===== src/rtl/cic_pkg.sv =====
// Shared definitions for the CIC decimator: accumulator sizing,
// output-side FSM states and decimation-rate legalisation.
package cic_pkg;

  typedef enum logic {
    ST_RUN  = 1'b0,
    ST_HOLD = 1'b1
  } cic_state_t;

  function automatic int cic_acc_width(input int in_w, input int n_stages, input int rlog2_max);
    return in_w + n_stages * rlog2_max;
  endfunction

  // Out-of-range rates fall back to the largest supported rate.
  function automatic int cic_legal_rate(input int rate, input int rlog2_max);
    return (rate < 1 || rate > rlog2_max) ? rlog2_max : rate;
  endfunction

endpackage


===== src/rtl/cic_comb_stage.sv =====
// One comb section running at the decimated rate: y = x - x(previous event).
module cic_comb_stage #(
  parameter int W = 28
) (
  input  logic         aclk,
  input  logic         aresetn,
  input  logic         flush,
  input  logic         en,
  input  logic [W-1:0] c_in,
  output logic [W-1:0] c_out
);

  logic [W-1:0] delay_reg;

  always_ff @(posedge aclk or negedge aresetn) begin
    if (!aresetn) begin
      delay_reg <= '0;
    end else if (flush) begin
      delay_reg <= '0;
    end else if (en) begin
      delay_reg <= c_in;
    end
  end

  assign c_out = c_in - delay_reg;

endmodule


===== src/rtl/cic_decimator.sv =====
// N-stage CIC decimator with power-of-two rate, gain normalisation by
// arithmetic shift and AXI-Stream style handshaking on both sides.
module cic_decimator
  import cic_pkg::*;
#(
  parameter int IN_W      = 16,
  parameter int N_STAGES  = 3,
  parameter int RLOG2_MAX = 4
) (
  input  logic                           aclk,
  input  logic                           aresetn,
  input  logic [$clog2(RLOG2_MAX+1)-1:0] rate_log2,
  input  logic                           clear,
  input  logic [IN_W-1:0]                s_axis_data_tdata,
  input  logic                           s_axis_data_tvalid,
  output logic                           s_axis_data_tready,
  output logic [IN_W-1:0]                m_axis_data_tdata,
  output logic                           m_axis_data_tvalid,
  input  logic                           m_axis_data_tready
);

  localparam int ACC_W = cic_acc_width(IN_W, N_STAGES, RLOG2_MAX);
  localparam int RW    = $clog2(RLOG2_MAX + 1);
  localparam int PW    = RLOG2_MAX;
  localparam int SW    = $clog2(N_STAGES * RLOG2_MAX + 1);

  logic [RW-1:0]    rate_reg;
  logic [RW-1:0]    rate_legal;
  logic [PW-1:0]    phase_reg;
  logic [PW-1:0]    last_phase;
  logic [SW-1:0]    shamt;
  logic [IN_W-1:0]  out_data_reg;
  logic [IN_W-1:0]  out_next;
  logic             out_valid_reg;
  logic             flush;
  logic             accept;
  logic             dec;
  logic [ACC_W-1:0] x_ext;
  logic [ACC_W-1:0] integ_next [N_STAGES];
  logic [ACC_W-1:0] comb_sig   [N_STAGES+1];
  cic_state_t       state_reg;
  cic_state_t       state_next;

  assign rate_legal = RW'(cic_legal_rate(int'(rate_log2), RLOG2_MAX));
  assign flush      = clear || (rate_legal != rate_reg);
  assign s_axis_data_tready = !(out_valid_reg && !m_axis_data_tready);
  assign accept     = s_axis_data_tvalid && s_axis_data_tready;
  assign last_phase = PW'((1 << rate_reg) - 1);
  assign dec        = accept && !flush && (phase_reg == last_phase);
  assign x_ext      = {{(ACC_W-IN_W){s_axis_data_tdata[IN_W-1]}}, s_axis_data_tdata};

  // Integrator chain: every stage sees the already-updated value of the
  // previous stage, so the whole cascade advances in a single edge.
  for (genvar gi = 0; gi < N_STAGES; gi++) begin : g_integ
    logic [ACC_W-1:0] acc_reg;
    logic [ACC_W-1:0] addend;
    if (gi == 0) begin : g_first
      assign addend = x_ext;
    end else begin : g_rest
      assign addend = integ_next[gi-1];
    end
    assign integ_next[gi] = acc_reg + addend;

    always_ff @(posedge aclk or negedge aresetn) begin
      if (!aresetn) begin
        acc_reg <= '0;
      end else if (flush) begin
        acc_reg <= '0;
      end else if (accept) begin
        acc_reg <= integ_next[gi];
      end
    end
  end

  assign comb_sig[0] = integ_next[N_STAGES-1];

  for (genvar gi = 0; gi < N_STAGES; gi++) begin : g_comb
    cic_comb_stage #(.W(ACC_W)) u_comb (
      .aclk    (aclk),
      .aresetn (aresetn),
      .flush   (flush),
      .en      (dec),
      .c_in    (comb_sig[gi]),
      .c_out   (comb_sig[gi+1])
    );
  end

  // Gain is R^N = 2^(N*rate_log2); floor division keeps the DC level exact.
  assign shamt    = SW'(N_STAGES * int'(rate_reg));
  assign out_next = IN_W'($signed(comb_sig[N_STAGES]) >>> shamt);

  always_ff @(posedge aclk or negedge aresetn) begin
    if (!aresetn) begin
      rate_reg      <= RW'(RLOG2_MAX);
      phase_reg     <= '0;
      out_data_reg  <= '0;
      out_valid_reg <= 1'b0;
      state_reg     <= ST_RUN;
    end else begin
      rate_reg  <= rate_legal;
      state_reg <= state_next;
      if (flush) begin
        phase_reg     <= '0;
        out_valid_reg <= 1'b0;
      end else begin
        if (accept) begin
          phase_reg <= (phase_reg == last_phase) ? '0 : phase_reg + 1'b1;
        end
        if (dec) begin
          out_data_reg  <= out_next;
          out_valid_reg <= 1'b1;
        end else if (out_valid_reg && m_axis_data_tready) begin
          out_valid_reg <= 1'b0;
        end
      end
    end
  end

  always_comb begin
    state_next = state_reg;
    case (state_reg)
      ST_RUN:  if (out_valid_reg && !m_axis_data_tready) state_next = ST_HOLD;
      ST_HOLD: if (out_valid_reg && m_axis_data_tready)  state_next = ST_RUN;
      default: state_next = ST_RUN;
    endcase
    if (flush) state_next = ST_RUN;
  end

  assign m_axis_data_tdata  = out_data_reg;
  assign m_axis_data_tvalid = out_valid_reg;

endmodule

===== config.mk =====
export PLATFORM = sky130hd
export DESIGN_NAME = cic_decimator
export DESIGN_NICKNAME = d
export VERILOG_FILES = /design/src/rtl/cic_pkg.sv /design/src/rtl/cic_comb_stage.sv /design/src/rtl/cic_decimator.sv
export SDC_FILE = /design/constraint.sdc
export NUM_CORES = 1
export LEC_CHECK = 0
export BUFFER_PORTS_ARGS = -buffer_cell sky130_fd_sc_hd__clkbuf_2
export CAP_MARGIN = 40
export CORE_UTILIZATION = 25
export CTS_BUF_LIST = sky130_fd_sc_hd__clkbuf_4
export CTS_CLUSTER_DIAMETER = 80
export DETAILED_ROUTE_END_ITERATION = 10
export PLACE_DENSITY = 0.35
export SLEW_MARGIN = 15
export SYNTH_ARGS = -nofsm -noshare
export SYNTH_HDL_FRONTEND = slang
export SYNTH_SLANG_ARGS = --single-unit

===== constraint.sdc =====
create_clock -name aclk -period 19.45 [get_ports aclk]
set_clock_uncertainty 0.15 [all_clocks]
set_input_delay 0.9725 -clock aclk [delete_from_list [all_inputs] [get_ports aclk]]
set_output_delay 0.9725 -clock aclk [all_outputs]
set_load 0.005 [all_outputs]

# Yosys cells after proc, flatten, opt, wreduce, memory -nomap -nowiden
# Cells that the tools add are included.
[totals] inputBits=24 output_inout_bits=18 register_bits=192
[classes] bitwise=1 add_sub_neg=8 reduce_logical=14 mux=19 multipliers=1 order_cmp=2 eq_ne=2 n_shift=2
[op_table] op="two-way mux 28 bit" n=12
[op_table] op="adder 28 bit" n=3
[op_table] op="subtractor 28 bit" n=3
[op_table] op=">>> shifter 28 x 4 -> 16 bit" n=1
[op_table] op="two-way mux 4 bit" n=3
[op_table] op="logical AND 1 bit" n=5
[op_table] op="adder 4 x 1 -> 4 bit, second input constant" n=1
[op_table] op="== test 4 bit" n=1
[op_table] op="multiplier 2 x 3 -> 4 bit, first input constant" n=1
[op_table] op="nonzero test 2 bit" n=2
[op_table] op="<< shifter 1 x 3 -> 4 bit, first input constant" n=1
[op_table] op="subtractor 4 x 2 -> 4 bit, second input constant" n=1
[op_table] op="greater-than comparator 3 bit, second input constant" n=1
[op_table] op="zero test 1 bit" n=3
[op_table] op="< comparator 3 x 1 -> 1 bit, second input constant" n=1
[op_table] op="two-way mux 1 bit" n=3
[op_table] op="two-way mux 3 bit" n=1
[op_table] op="!= test 3 bit" n=1
[op_table] op="nonzero test 3 bit" n=1
[op_table] op="logical OR 1 bit" n=2
[op_table] op="AND reduction 2 bit" n=1
[op_table] op="inverter 1 bit" n=1

# Logic depth before layout (Yosys ltp)
[depth] depth_word=10 ltp_mapped=56 mapped_depth_nobuf=56

# Cells and area by module
# Synthesis repeated with hierarchy kept, for this count alone.
[unflattened] hier_cells=2254 hier_area_um2=18266.3
[modules_own_cells] mod="cic_decimator" cells_per_inst=1189 n_inst=1 area_per_inst_um2=9524.1 seq_area_each_um2=2703.8
[modules_own_cells] mod="cic_comb_stage" cells_per_inst=355 n_inst=3 area_per_inst_um2=2914.0 seq_area_each_um2=700.7

# Worst setup path before layout
# Ideal clock, no wire load.
[synth_timing] path_kind="input -> register" startpoint="in s_axis_data_tdata[0]" endpoint="reg out_data_reg[14], in the netlist m_axis_data_tdata[14]" t_arrival_ns=10.318 slack_ns=8.860 path_stages=53 n_path_buf=0 path_cell_list="ha_1 -> fa_1 -> a21o_1 -> a21oi_1 -> nor2b_1 -> nor4_1 -> o31a_1 -> o21ai_0 -> a21oi_1 -> xnor2_1 -> ha_1 -> and3_1 -> and3_1 -> a22oi_1 -> nand2_1 -> or2_2 -> a21oi_1 -> xnor2_1 -> (+17 left out) -> o21ai_0 -> o21a_1 -> o31ai_1 -> nor2_1 -> xnor2_1 -> ha_1 -> a21o_1 -> a21oi_1 -> nand2_1 -> o31ai_1 -> o21bai_1 -> a21oi_1 -> xor2_1 -> xnor2_1 -> nor2_1 -> a2111oi_0 -> o21a_1 -> o21ai_1"
[synth_between] elab_chain_len=7
[synth_rtl] element="start: declaration" line_no="cic_decimator.sv:14" rtl="input logic [IN_W-1:0] s_axis_data_tdata,"
[synth_rtl] element="adder 28 bit (3 in series)" line_no="cic_decimator.sv:62" rtl="assign integ_next[gi] = acc_reg + addend;"
[synth_rtl] element="subtractor 28 bit (3 in series)" line_no="cic_comb_stage.sv:25" rtl="assign c_out = c_in - delay_reg;"
[synth_rtl] element=">>> shifter 28 x 4 -> 16 bit" line_no="cic_decimator.sv:90" rtl="assign out_next = IN_W'($signed(comb_sig[N_STAGES]) >>> shamt);"
[synth_rtl] element="end signal: assignment" line_no="cic_decimator.sv:110" rtl="out_data_reg <= out_next;"
[synth_rtl] element="end: declaration" line_no="cic_decimator.sv:32" rtl="logic [IN_W-1:0] out_data_reg;"
# Every way passes these cells.
# A chain may end at the register's enable or synchronous reset.

# Final worst setup path
[layout_timing] startpoint="reg g_integ[0].acc_reg[0]" endpoint="reg out_data_reg[14], in the netlist m_axis_data_tdata[14]"
[layout_between] elab_chain_len=7
[layout_rtl] element="start: declaration" line_no="cic_decimator.sv:55" rtl="logic [ACC_W-1:0] acc_reg;"
[layout_rtl] element="start signal: assignment" line_no="cic_decimator.sv:70" rtl="acc_reg <= integ_next[gi];"
[layout_rtl] element="adder 28 bit (3 in series)" line_no="cic_decimator.sv:62"
[layout_rtl] element="subtractor 28 bit (3 in series)" line_no="cic_comb_stage.sv:25"
[layout_rtl] element=">>> shifter 28 x 4 -> 16 bit" line_no="cic_decimator.sv:90"
# Every way passes these cells.

==> results.txt <==
The number of gates resized after CTS was 0. Post-CTS timing repair inserted 0 buffers for setup. For this design the top-level I/O count stands at 42. Headroom to the max-slew limit came out at 43.4%.

At the later pin of the worst-skew pair, clock insertion delay measures 770 ps. The die height came out at 260 µm. In this run the remaining antenna-violating nets after routing total 0.

The worst-case IR drop observed on VDD is 0.0000684 V. The synthesized design contains 192 register bits. Setup repair after global routing left no endpoint under its margin.

The area growth from synthesis to final layout works out to 9.47%. In the final layout, the share of cells above drive strength 1 is 6.45%. In this run the standard cell core region covers 65900 µm².

The slowest stage of the critical path belongs to the cell sky130_fd_sc_hd__nor4_1. After detailed placement, the total cell area comes to 17900 µm². The number of violations of the max-capacitance limit was 0; the maximum operating frequency was 86.6 MHz. When the netlist entered floorplanning its net count stood at 2253. The path category of the worst min-delay check was input port to flip-flop. The run finished with clean final reports.

For the static leakage, the log shows 8.15 nW. During placement, the flow inserted port buffers numbering 41. The data arrival time of the critical path is 12040 ps, and the number of placement rows is 94. Post-route fraction of the period consumed by the critical path: 59.3%. The logs give 34100 µm for the half-perimeter wire length of the detailed placement result and 0 for the total of warnings raised by yosys. TritonCTS built the clock tree. The initial utilization of the core area, before any placement, comes to 25.3%. The number of buffers and inverters on the critical path is 1, and the number of global-route vias before repair is 13900. Counting distinct cell types in the post-synthesis netlist gives 82. The number of DRC markers after the initial detailed-route iteration is 731. Sorting the synthesized cells by area gives the leading types as sky130_fd_sc_hd__dfrtp_1 (29%), sky130_fd_sc_hd__ha_1 (13%), sky130_fd_sc_hd__nand2_1 (6.9%), sky130_fd_sc_hd__a21oi_1 (6.3%), sky130_fd_sc_hd__xnor2_1 (5.4%).

The mapped netlist covers 16700 µm². Worst-margin pin slew: 848 ps. In this design, the critical path's most frequently occurring cell is sky130_fd_sc_hd__a21oi_1.

The aggregate negative setup slack was 0 ps; the total global-route track usage was 14.1%. Dividing the detail-routed wire length by the instance count gives 15.8 µm. Area share of the largest cell type after synthesis: 28.7%.

The routed design could run at a clock period as short as 11540 ps. The die covers 67700 µm². The number of antenna violations at the first check in global routing was 2.

Buffers inserted during clock tree synthesis total 17. Setup violations remaining at the end of the flow were counted as 0. The data required time at the worst endpoint came out at 19950 ps. The worst setup path is launched from a flip-flop. The tools report the fraction of the yosys area taken by sequential cells as 28.8%. The run gives 0 as the final count of pins violating max slew.

The average instance in the mapped netlist occupies 8.13 µm². The run gives 7 as the number of iterations in the first detailed-routing pass. Of all nets on the critical path, the largest fanout is 7.

Yosys mapped a number of flops with a built-in enable equal to 0. The pin count of the biggest net entering global routing is 75, and the share of async-settable or async-resettable flops after synthesis is 100%. After clock tree synthesis, the clock-pin slew on the worst setup and hold paths is 220 ps. The first global-routing pass estimated 76100 µm of wire. The congestion estimate from routability-driven global placement came to 0.826.

Clock tree synthesis found a total of 192 sinks. The worst setup path is captured at a flip-flop. The post-route cell area was 18200 µm². For the total number of nets in the final design, the log shows 2254. The tree is rooted in a sky130_fd_sc_hd__clkbuf_4. The hold violation total from the final report is 0. The classification of the worst setup path is flip-flop to flip-flop. In the routed design, unresolved DRC markers number 0. The biggest area contributor in the post-synthesis netlist is sky130_fd_sc_hd__dfrtp_1. In the routed layout, each cell is associated on average with a via count of 4.86. Among all flip-flop cells after synthesis, the most frequent one is sky130_fd_sc_hd__dfrtp_1. For this design the ratio of total power to cell area is 143 nW/µm². The maximum root-to-sink buffer count is 2. The H-tree was split into 4 levels. On the critical path the largest part of the delay comes from compound AO/OA/AOI/OAI gates. In this design, the stage delay of the slowest critical-path cell is 500 ps. The gate count after technology mapping is 2049, and the die span in x is 260 µm. Global routing finished with a remaining overflow of 0. The routed design has 46200 µm of wire. Detailed routing inserted a total of 14200 vias.
## kinds of logic (layout without fill, tap and decap cells)
logic type	after synthesis	after routing	synth area share, %
AOI/OAI and AO/OA	638	638	24.5
xor gates and xnor gates	153	153	8.23
adders and majority gates	180	180	13.8
buffers and inverters	224	238	5.05
DFF	192	192	28.8
muxes	52	52	3.42
other	0	2	0
and+or+nand+nor	610	610	16.1
## report_power, final
part           total, mW  switching (mW)  internal (mW)
Combinational       1.94            1.17          0.773
Sequential         0.412         0.00512          0.407
Clock              0.262           0.180         0.0827
## final timing paths
path | from | end | slack, ps | cells past startpoint
max in group asynchronous | aresetn | g_integ[2].acc_reg[11]$_DFFE_PN0P_ | 17350 | 4
hold reg to reg | m_axis_data_tdata[0]$_DFFE_PN0P_ | m_axis_data_tdata[0]$_DFFE_PN0P_ | 350 | 1
hold / removal | rate_log2[0] | rate_reg[2]$_DFF_PN1_ | 220 | 2
setup reg to reg | g_integ[0].acc_reg[0]$_DFFE_PN0P_ | m_axis_data_tdata[14]$_DFFE_PN0P_ | 7910 | 53
setup / recovery | g_integ[0].acc_reg[0]$_DFFE_PN0P_ | m_axis_data_tdata[14]$_DFFE_PN0P_ | 7910 | 53
min in group asynchronous | aresetn | m_axis_data_tdata[11]$_DFFE_PN0P_ | 630 | 2
## worst reg2reg max path: cells and delay by family (launching register included)
family,cells,cell delay (ps)
xor gates and xnor gates,7,1490
AOI/OAI and AO/OA,24,4880
buffers and inverters,1,70
DFF,1,430
adders and majority gates,7,2280
and+or+nand+nor,14,2120
## metrics by stage
stage	util [%]	setup WS [ps]	hold WS (ps)	std cells	power, mW
2_1_floorplan	-	8860	319	2049	1.89
3_3_place_gp	27.0	7560	314	2889	2.37
3_5_place_dp	27.1	7350	328	2893	2.36
4_1_cts	27.6	7920	91.2	2926	2.65
5_1_grt	27.7	6710	111	2929	2.90
6_report	27.7	7910	223	2929	2.62
## Yosys cell counts, types with 23 or more instances
library cell               count
sky130_fd_sc_hd__mux2i_1      39
sky130_fd_sc_hd__nand2_1     307
sky130_fd_sc_hd__inv_1       142
sky130_fd_sc_hd__o21bai_1     23
sky130_fd_sc_hd__xor2_1       47
sky130_fd_sc_hd__o31ai_1      73
sky130_fd_sc_hd__nand3_1      47
sky130_fd_sc_hd__a211oi_1     32
sky130_fd_sc_hd__o21ai_0      96
sky130_fd_sc_hd__a21o_1       71
sky130_fd_sc_hd__ha_1        173
sky130_fd_sc_hd__nor2_1      123
sky130_fd_sc_hd__o21a_1       25
sky130_fd_sc_hd__xnor2_1     103
sky130_fd_sc_hd__nor3_1       23
sky130_fd_sc_hd__clkbuf_1     77
sky130_fd_sc_hd__dfrtp_1     191
sky130_fd_sc_hd__a21oi_1     210
## layout make-up
| cell class | instances | area [µm²] |
|---|---|---|
| inverters | 143 | 537 |
| fillers | 7133 | 47600 |
| multi-input cells | 1633 | 11000 |
| clock buffers | 17 | 128 |
| diodes | 2 | 5.00 |
| clock inverters | 15 | 190 |
| flip-flops and latches | 192 | 4810 |
| repair buffers | 63 | 454 |
| well taps | 864 | 1080 |
## cell usage in the layout (no fill, tap or decap), drive strengths merged, types with 12 or more instances in the layout
cell / netlist / final
o211ai: 12 / 12
dfrtp: 191 / 191
a211oi: 33 / 33
nand2b: 20 / 20
nand3: 47 / 47
a21boi: 16 / 16
nor3: 24 / 24
a21o: 71 / 71
ha: 173 / 173
clkbuf: 77 / 58
o21bai: 23 / 23
nor2b: 19 / 19
and3: 16 / 16
xor2: 48 / 48
o31ai: 74 / 74
mux2i: 39 / 39
nand2: 307 / 307
nor2: 123 / 123
a21oi: 211 / 211
o21a: 25 / 25
buf: 4 / 21
xnor2: 104 / 104
o21ai: 111 / 111
inv: 142 / 151
## layer usage
metal | track usage (%) | wire length [µm] | up-vias
met5 | 0 | 0 | -
li1 | - | - | 7255
met1 | 20.0 | 23900 | 6805
met3 | 2.21 | 1110 | 25
met2 | 22.3 | 20700 | 149
met4 | 3.30 | 512 | 0
## repair_timing
item,CTS,global route
hold buffers,1,0
endpoints found under the hold margin,5,0
setup endpoints to repair,0,0
Note: power is estimated with default switching activity, not from simulation.
